===== src/rtl/pipe_stage_buf_pkg.sv =====
// Shared widths, occupancy encodings and buffer state type for the generic
// pipeline-stage register.
package pipe_stage_buf_pkg;

    localparam int WORD_LEN          = 32;
    localparam int REG_FILE_ADDR_LEN = 5;
    // {WB_EN, MEM_R_EN, dest, ALURes, memReadVal}
    localparam int MEMWB_W           = 2 + REG_FILE_ADDR_LEN + 2 * WORD_LEN;

    localparam logic [1:0] OCC_EMPTY = 2'd0;
    localparam logic [1:0] OCC_ONE   = 2'd1;
    localparam logic [1:0] OCC_TWO   = 2'd2;

    typedef enum logic [1:0] {
        ST_EMPTY = 2'd0,
        ST_ONE   = 2'd1,
        ST_TWO   = 2'd2
    } buf_state_t;

    function automatic logic [1:0] occ_of(input buf_state_t s);
        case (s)
            ST_ONE:  return OCC_ONE;
            ST_TWO:  return OCC_TWO;
            default: return OCC_EMPTY;
        endcase
    endfunction

endpackage


===== src/rtl/sat_counter.sv =====
// Saturating up-counter used for per-stage stall statistics.
module sat_counter #(
    parameter int W = 16
) (
    input  logic         clk,
    input  logic         rst,
    input  logic         inc,
    output logic [W-1:0] cnt
);

    always_ff @(posedge clk or posedge rst) begin
        if (rst) begin
            cnt <= '0;
        end else if (inc && (cnt != {W{1'b1}})) begin
            cnt <= cnt + 1'b1;
        end
    end

endmodule


===== src/rtl/pipe_stage_buf.sv =====
// Valid/ready pipeline-stage register with flush, optional two-entry skid
// buffer, occupancy reporting and a saturating stall counter.
module pipe_stage_buf
    import pipe_stage_buf_pkg::*;
#(
    parameter int DATA_W = MEMWB_W,
    parameter int SKID   = 1,
    parameter int CNT_W  = 16
) (
    input  logic              clk,
    input  logic              rst,
    input  logic              flush,
    input  logic              in_valid,
    output logic              in_ready,
    input  logic [DATA_W-1:0] in_data,
    output logic              out_valid,
    input  logic              out_ready,
    output logic [DATA_W-1:0] out_data,
    output logic [1:0]        occupancy,
    output logic [CNT_W-1:0]  stall_cnt
);

    buf_state_t        state, state_nxt;
    logic [DATA_W-1:0] main_q, main_nxt;
    logic [DATA_W-1:0] skid_q, skid_nxt;
    logic              in_fire, out_fire;

    assign out_valid = (state != ST_EMPTY);
    assign in_fire   = in_valid && in_ready;
    assign out_fire  = out_valid && out_ready;
    assign out_data  = main_q;
    assign occupancy = occ_of(state);

    always_ff @(posedge clk or posedge rst) begin
        if (rst) begin
            state  <= ST_EMPTY;
            main_q <= '0;
        end else begin
            state  <= state_nxt;
            main_q <= main_nxt;
        end
    end

    // Main register is zeroed whenever it empties so bubbles carry an all-zero payload.
    always_comb begin
        state_nxt = state;
        main_nxt  = main_q;
        skid_nxt  = skid_q;
        if (flush) begin
            state_nxt = ST_EMPTY;
            main_nxt  = '0;
            skid_nxt  = '0;
        end else begin
            case (state)
                ST_EMPTY: begin
                    if (in_fire) begin
                        state_nxt = ST_ONE;
                        main_nxt  = in_data;
                    end
                end
                ST_ONE: begin
                    if (in_fire && out_fire) begin
                        main_nxt = in_data;
                    end else if (in_fire && (SKID != 0)) begin
                        state_nxt = ST_TWO;
                        skid_nxt  = in_data;
                    end else if (out_fire) begin
                        state_nxt = ST_EMPTY;
                        main_nxt  = '0;
                    end
                end
                ST_TWO: begin
                    if (out_fire) begin
                        state_nxt = ST_ONE;
                        main_nxt  = skid_q;
                        skid_nxt  = '0;
                    end
                end
                default: begin
                    state_nxt = ST_EMPTY;
                    main_nxt  = '0;
                    skid_nxt  = '0;
                end
            endcase
        end
    end

    generate
        if (SKID != 0) begin : g_skid
            logic in_ready_q;

            // in_ready is "skid slot free" as seen after this edge.
            always_ff @(posedge clk or posedge rst) begin
                if (rst) begin
                    skid_q     <= '0;
                    in_ready_q <= 1'b1;
                end else begin
                    skid_q     <= skid_nxt;
                    in_ready_q <= (state_nxt != ST_TWO);
                end
            end

            assign in_ready = in_ready_q;
        end else begin : g_noskid
            logic unused_skid;

            assign unused_skid = ^skid_nxt;
            assign skid_q      = '0;
            assign in_ready    = !out_valid || out_ready;
        end
    endgenerate

    sat_counter #(
        .W(CNT_W)
    ) u_stall_cnt (
        .clk (clk),
        .rst (rst),
        .inc (out_valid && !out_ready),
        .cnt (stall_cnt)
    );

endmodule


===== config.mk =====
export PLATFORM = sky130hd
export DESIGN_NAME = pipe_stage_buf
export DESIGN_NICKNAME = d
export VERILOG_FILES = /design/src/rtl/pipe_stage_buf_pkg.sv /design/src/rtl/sat_counter.sv /design/src/rtl/pipe_stage_buf.sv
export SDC_FILE = /design/constraint.sdc
export NUM_CORES = 1
export LEC_CHECK = 0
export ABC_AREA = 1
export CORE_MARGIN = 2
export CORE_UTILIZATION = 25
export CTS_BUF_LIST = sky130_fd_sc_hd__clkbuf_16
export DETAILED_ROUTE_END_ITERATION = 12
export GPL_ROUTABILITY_DRIVEN = 0
export SLEW_MARGIN = 20
export SYNTH_ARGS = -nofsm -noshare
export SYNTH_HDL_FRONTEND = slang
export SYNTH_SLANG_ARGS = --single-unit

===== constraint.sdc =====
create_clock -name clk -period 5.9 [get_ports clk]
set_input_delay 1.77 -clock clk [delete_from_list [all_inputs] [get_ports clk]]
set_output_delay 1.77 -clock clk [all_outputs]
set_load 0.01 [all_outputs]

-- After elaboration in Yosys (flattened, before gate mapping)
Cells that the tools add are included.
- add/subtract/negate cells: 1
- equal/unequal tests: 11
- muxes and demuxes: 18
- reductions and logical operators: 10
- operators with widths (cell ; number):
    $mux 71 ; 8
    $pmux 71 s3 ; 2
    $add 16x1->16 const B ; 1
    $ne 16x16->1 const B ; 1
    $mux 2 ; 6
    $ne 3x3->1 const B ; 4
    $ne 4x4->1 const B ; 2
    $reduce_and 4->1 ; 2
    $pmux 2 s3 ; 1
    $logic_and 1x1->1 ; 5
    $ne 2x2->1 const B ; 2
    $pmux 2 s2 ; 1
    $eq 2x1->1 const B ; 1
    $eq 2x2->1 const B ; 1
    $logic_not 2->1 ; 1
    $reduce_bool 2->1 ; 1
    $logic_not 1->1 ; 1
- register bits after elaboration: 161
- input bits: 76
- output and inout port bits: 91
- word-level logic and storage cells: 45

-- Longest topological paths before layout
- depth after elaboration: 8
- mapped depth: 11
- gate-level depth less buffers: 10

-- Hierarchy
A second synthesis with hierarchy kept.
- cells, all modules: 1255
- area total of the unflattened synthesis: 8603.3 um^2
- modules (own cells, without submodules) (module ; times used ; cells an instance ; area each (um^2) ; sequential area each (um^2)):
    pipe_stage_buf ; 1 ; 1105 ; 7533.5 ; 3629.7
    sat_counter ; 1 ; 150 ; 1069.8 ; 400.4

-- Worst setup path before layout
No wires, ideal clock.
- path type: flip-flop to output port
- start point: reg state[0]
- end point: out out_valid
- arrival: 1.186 ns
- data required time: 4.130 ns
- path slack: 2.944 ns
- cell stages (with the launch flop): 5
- path buffers: 2
- cell sequence: dfrtp_1 nor2_2 buf_2 clkbuf_1 inv_1
- word-level cells in the longest chain between the ends: 1
- RTL lines (item ; RTL line ; text):
    from (decl) ; pipe_stage_buf.sv:23 ; buf_state_t state, state_nxt;
    from (signal assigned) ; pipe_stage_buf.sv:39 ; state <= state_nxt;
    $reduce_bool 2->1 ; pipe_stage_buf.sv:28 ; assign out_valid = (state != ST_EMPTY);
    to (decl) ; pipe_stage_buf.sv:16 ; output logic out_valid,
Every way passes these cells.

-- Final worst setup path
- start point: reg state[1]
- end point: out occupancy[0]
- word-level cells in the longest chain between the ends: 2
- elaborated cells on any way between the ends: 3
- classes of those cells: eq/ne: 2; mux: 1
- RTL lines (item ; RTL line ; text):
    $eq 2x2->1 or $eq 2x1->1 (tied branches) ; pipe_stage_buf_pkg.sv:21 ; case (s)
    $pmux 2 s2 * ; pipe_stage_buf_pkg.sv:21 ;
    to (decl) ; pipe_stage_buf.sv:19 ; output logic [1:0] occupancy,
Every way passes the cells marked *; elsewhere a longest branch is shown, timed or not.

==> flow_summary.yaml <==
job:
  drv_cap: 0
pwr:
  vdd_drop_max_uv: 209
  power_density_mw_per_mm2: 252
  leakage_uw: 0.00513
final_layout:
  regArea_mm2: 0.00403
  fin_cells: 1718
  final_util_pct: 32.7
  nNetsFinal: 1320
  drive_gt1_share_pct: 16.0
  multi_input_area_mm2: 0.00406
  syn_to_final_growth_pct: 29.4
  fillCellCount: 3681
setup_path:
  end_kind: "output port"
  worstSetupPathType: "register to output port"
  r2r-start: "state[0]"
  arrival_ps: 1890
  cp.required_ps: 4130
  crit_fanout: 4
  r2r_slack_ps: 3080
  r2r_cells: 7
  reg2reg_to: "out_data[61]"
  critPathLaunchType: "register"
clock_tree:
  clkTransAtPathRegs_ps: 70
  cts_max_level: 4
  ctsLongestPathBuffers: 2
  cts_resized: 0
  cts_tree: "done"
  numCtsBuffers: 17
  clockRootBuffer: "clkbuf_16"
  clock_latency_ps: 440
  hold_buffers: 0
  cts.sinks: 161
  cts_setup_buffers: 0
timing:
  post-route-min-period_ps: 3660
  rsz0062_at_grt: "no"
  final-setup-viol-count: 0
  fmax_mhz: 274
  hold_violations: 0
  fin_skew_ps: 9.18
  post-route-period-util_pct: 62.0
  worst_pin_slew_ps: 990
  relSlewSlack_pct: 33.9
  report.final.slew_viol_count: 0
  setup_tns_ps: 0
placement:
  port_buffers: 166
  post-dp-hpwl_um: 16900
  placedCellCount: 1685
logic_synthesis:
  ys_seq_elements: 161
  synth_nets: 1188
  syn_area_per_cell_um2: 8.03
  ys_types: 30
  seq_area_frac_synth_pct: 45.2
  yosysWarnings: 0
  syn_area_mm2: 0.00892
  synth_cells: 1111
grt:
  use_met3_pct: 4.31
  grt_max_degree: 77
  grt_pass1_wl_um: 42800
  grt_overflow_total: 0
  met1_usage_pct: 18.6
  gr-max-usage-layer: "met2"
  grt_util_met2_pct: 24.5
  antenna_found_initial: 2
  track_usage_pct: 15.1
  grt_pass1_vias: 7802
die:
  core_mm2: 0.0353
  die_area_mm2: 0.0372
  num_rows: 69
  io_pins: 167
  die_width_um: 193
  start_util_pct: 25.3
  die_h_um: 193
hold_path:
  hp-start: "out_data[44]"
  hold_path_class: "register to register"
  hold_depth: 2
  worst_hold_path.endpoint: "out_data[44]"
outcome:
  status: "finished clean"
detailed_routing:
  antenna_left: 0
  vias_per_cell: 4.55
  route.detailed.drc: 0
  drt_iter0_drc: 314
  wl_um: 27000
  wire_per_inst_um: 15.7
  first_pass_iters: 5
  vias: 7816
==> synth_stat cells <==
cell | number | area share (%)
nand2_1 | 412 | 17
dfrtp_1 | 160 | 45
inv_1 | 120 | 5.1
nand3_1 | 80 | 4.5
nand3_2 | 70 | 7.9
o21ai_2 | 69 | 6.8
o21ai_0 | 37 | 2.1
buf_2 | 33 | 1.9
nand4_1 | 26 | 1.8
clkbuf_1 | 24 | 1.0
o211ai_1 | 21 | 1.8
nor2_1 | 20 | 0.84
xnor2_1 | 7 | 0.69
buf_8 | 6 | 1.0
nor2_2 | 3 | 0.21
nor2_4 | 3 | 0.38
nor3_1 | 3 | 0.17
buf_1 | 2 | 0.084
buf_6 | 2 | 0.25
inv_2 | 2 | 0.084
nand2_2 | 2 | 0.14
a21boi_4 | 1 | 0.21
a21oi_1 | 1 | 0.056
buf_12 | 1 | 0.22
buf_4 | 1 | 0.084
clkinv_1 | 1 | 0.042
dfstp_2 | 1 | 0.29
ha_1 | 1 | 0.14
nand3b_1 | 1 | 0.084
o21ai_1 | 1 | 0.056
==> how the worst max path moves through the flow <==
stage          depth (start not counted)  startpoint  slack, ps           end
3_5_place_dp                           8       flush       1860  out_data[26]
4_1_cts                                4    state[1]       2180  occupancy[0]
5_1_grt                                4    state[1]       2110  occupancy[0]
2_1_floorplan                          1         rst       2090   out_data[0]
6_report                               4    state[1]       2240  occupancy[0]
3_3_place_gp                           7   out_ready       1850  out_data[13]
==> report_power, final <==
group | switching [µW] | internal (µW)
combinational | 349 | 253
clock | 481 | 576
sequential | 59.6 | 1190
total | 890 | 2020
==> critical path, stage by stage (launching register included) <==
cell and delay [ps]:
dfrtp_1 450, inv_2 130, nand2_1 180, inv_2 150, clkdlybuf4s50_1 540
==> sequential cells by signal (all words and copies together), names as in the netlist <==
register / count
skid_q: 71
state: 2
in_ready: 1
u_stall_cnt.cnt: 16
out_data: 71
==> area by class of cell <==
cell class	count	area share, %
antenna	1	0.0217
sequential	161	34.9
multi-input combinational	758	35.2
inverter	123	4.03
tap	461	5.00
timing repair buffer	182	16.1
clock buffer	17	3.69
clock inverter	15	1.05
==> metrics by stage <==
step / hold WS, ps / power (µW) / worst slack (ps) / cell area, µm²
2_1_floorplan: 483 / 1590 / 2090 / 8920
3_3_place_gp: 462 / 1860 / 1850 / 10900
3_5_place_dp: 466 / 1880 / 1860 / 11000
4_1_cts: 483 / 2960 / 2180 / 11500
5_1_grt: 500 / 3070 / 2110 / 11500
6_report: 478 / 2910 / 2240 / 11500
==> cell usage in the layout, fill, tap and decap left out <==
cell and count:
xnor2_1 7, buf_4 10, nand2_2 2, nand3b_1 1
nand3_2 69, nand2_1 412, nor2_1 19, nor3_2 1
bufinv_16 1, ha_1 1, o21ai_1 1, inv_6 2
nand3_1 80, inv_2 4, nand4_1 26, clkinvlp_4 8
diode_2 1, buf_12 4, a21boi_4 1, o21ai_2 69
o211ai_1 21, inv_1 121, clkdlybuf4s50_1 166, dfstp_2 1
nand3_4 1, buf_8 1, clkinv_2 2, dfrtp_1 160
clkbuf_16 17, o21ai_0 37, nor3_1 2, buf_16 1
nor2_4 7, a21oi_1 1
==> kinds of logic (layout without fill, tap and decap cells) <==
logic type,after synthesis,after routing,synth area share [%]
adder cells (fa/ha/maj),1,1,0.140
XOR/XNOR,7,7,0.688
AND/OR/NAND/NOR,620,620,33.3
other,0,1,0
buffers and inverters,192,337,9.70
flip-flops,161,161,45.2
AO/OA/AOI/OAI,130,130,10.9
==> layer usage <==
metal  wire length (µm)  vias up
met1              11900     3763
met3               1590       42
met2              12600      194
met5                 11        -
li1                   -     3815
met4                779        2
(Power assumes the default switching activity.)
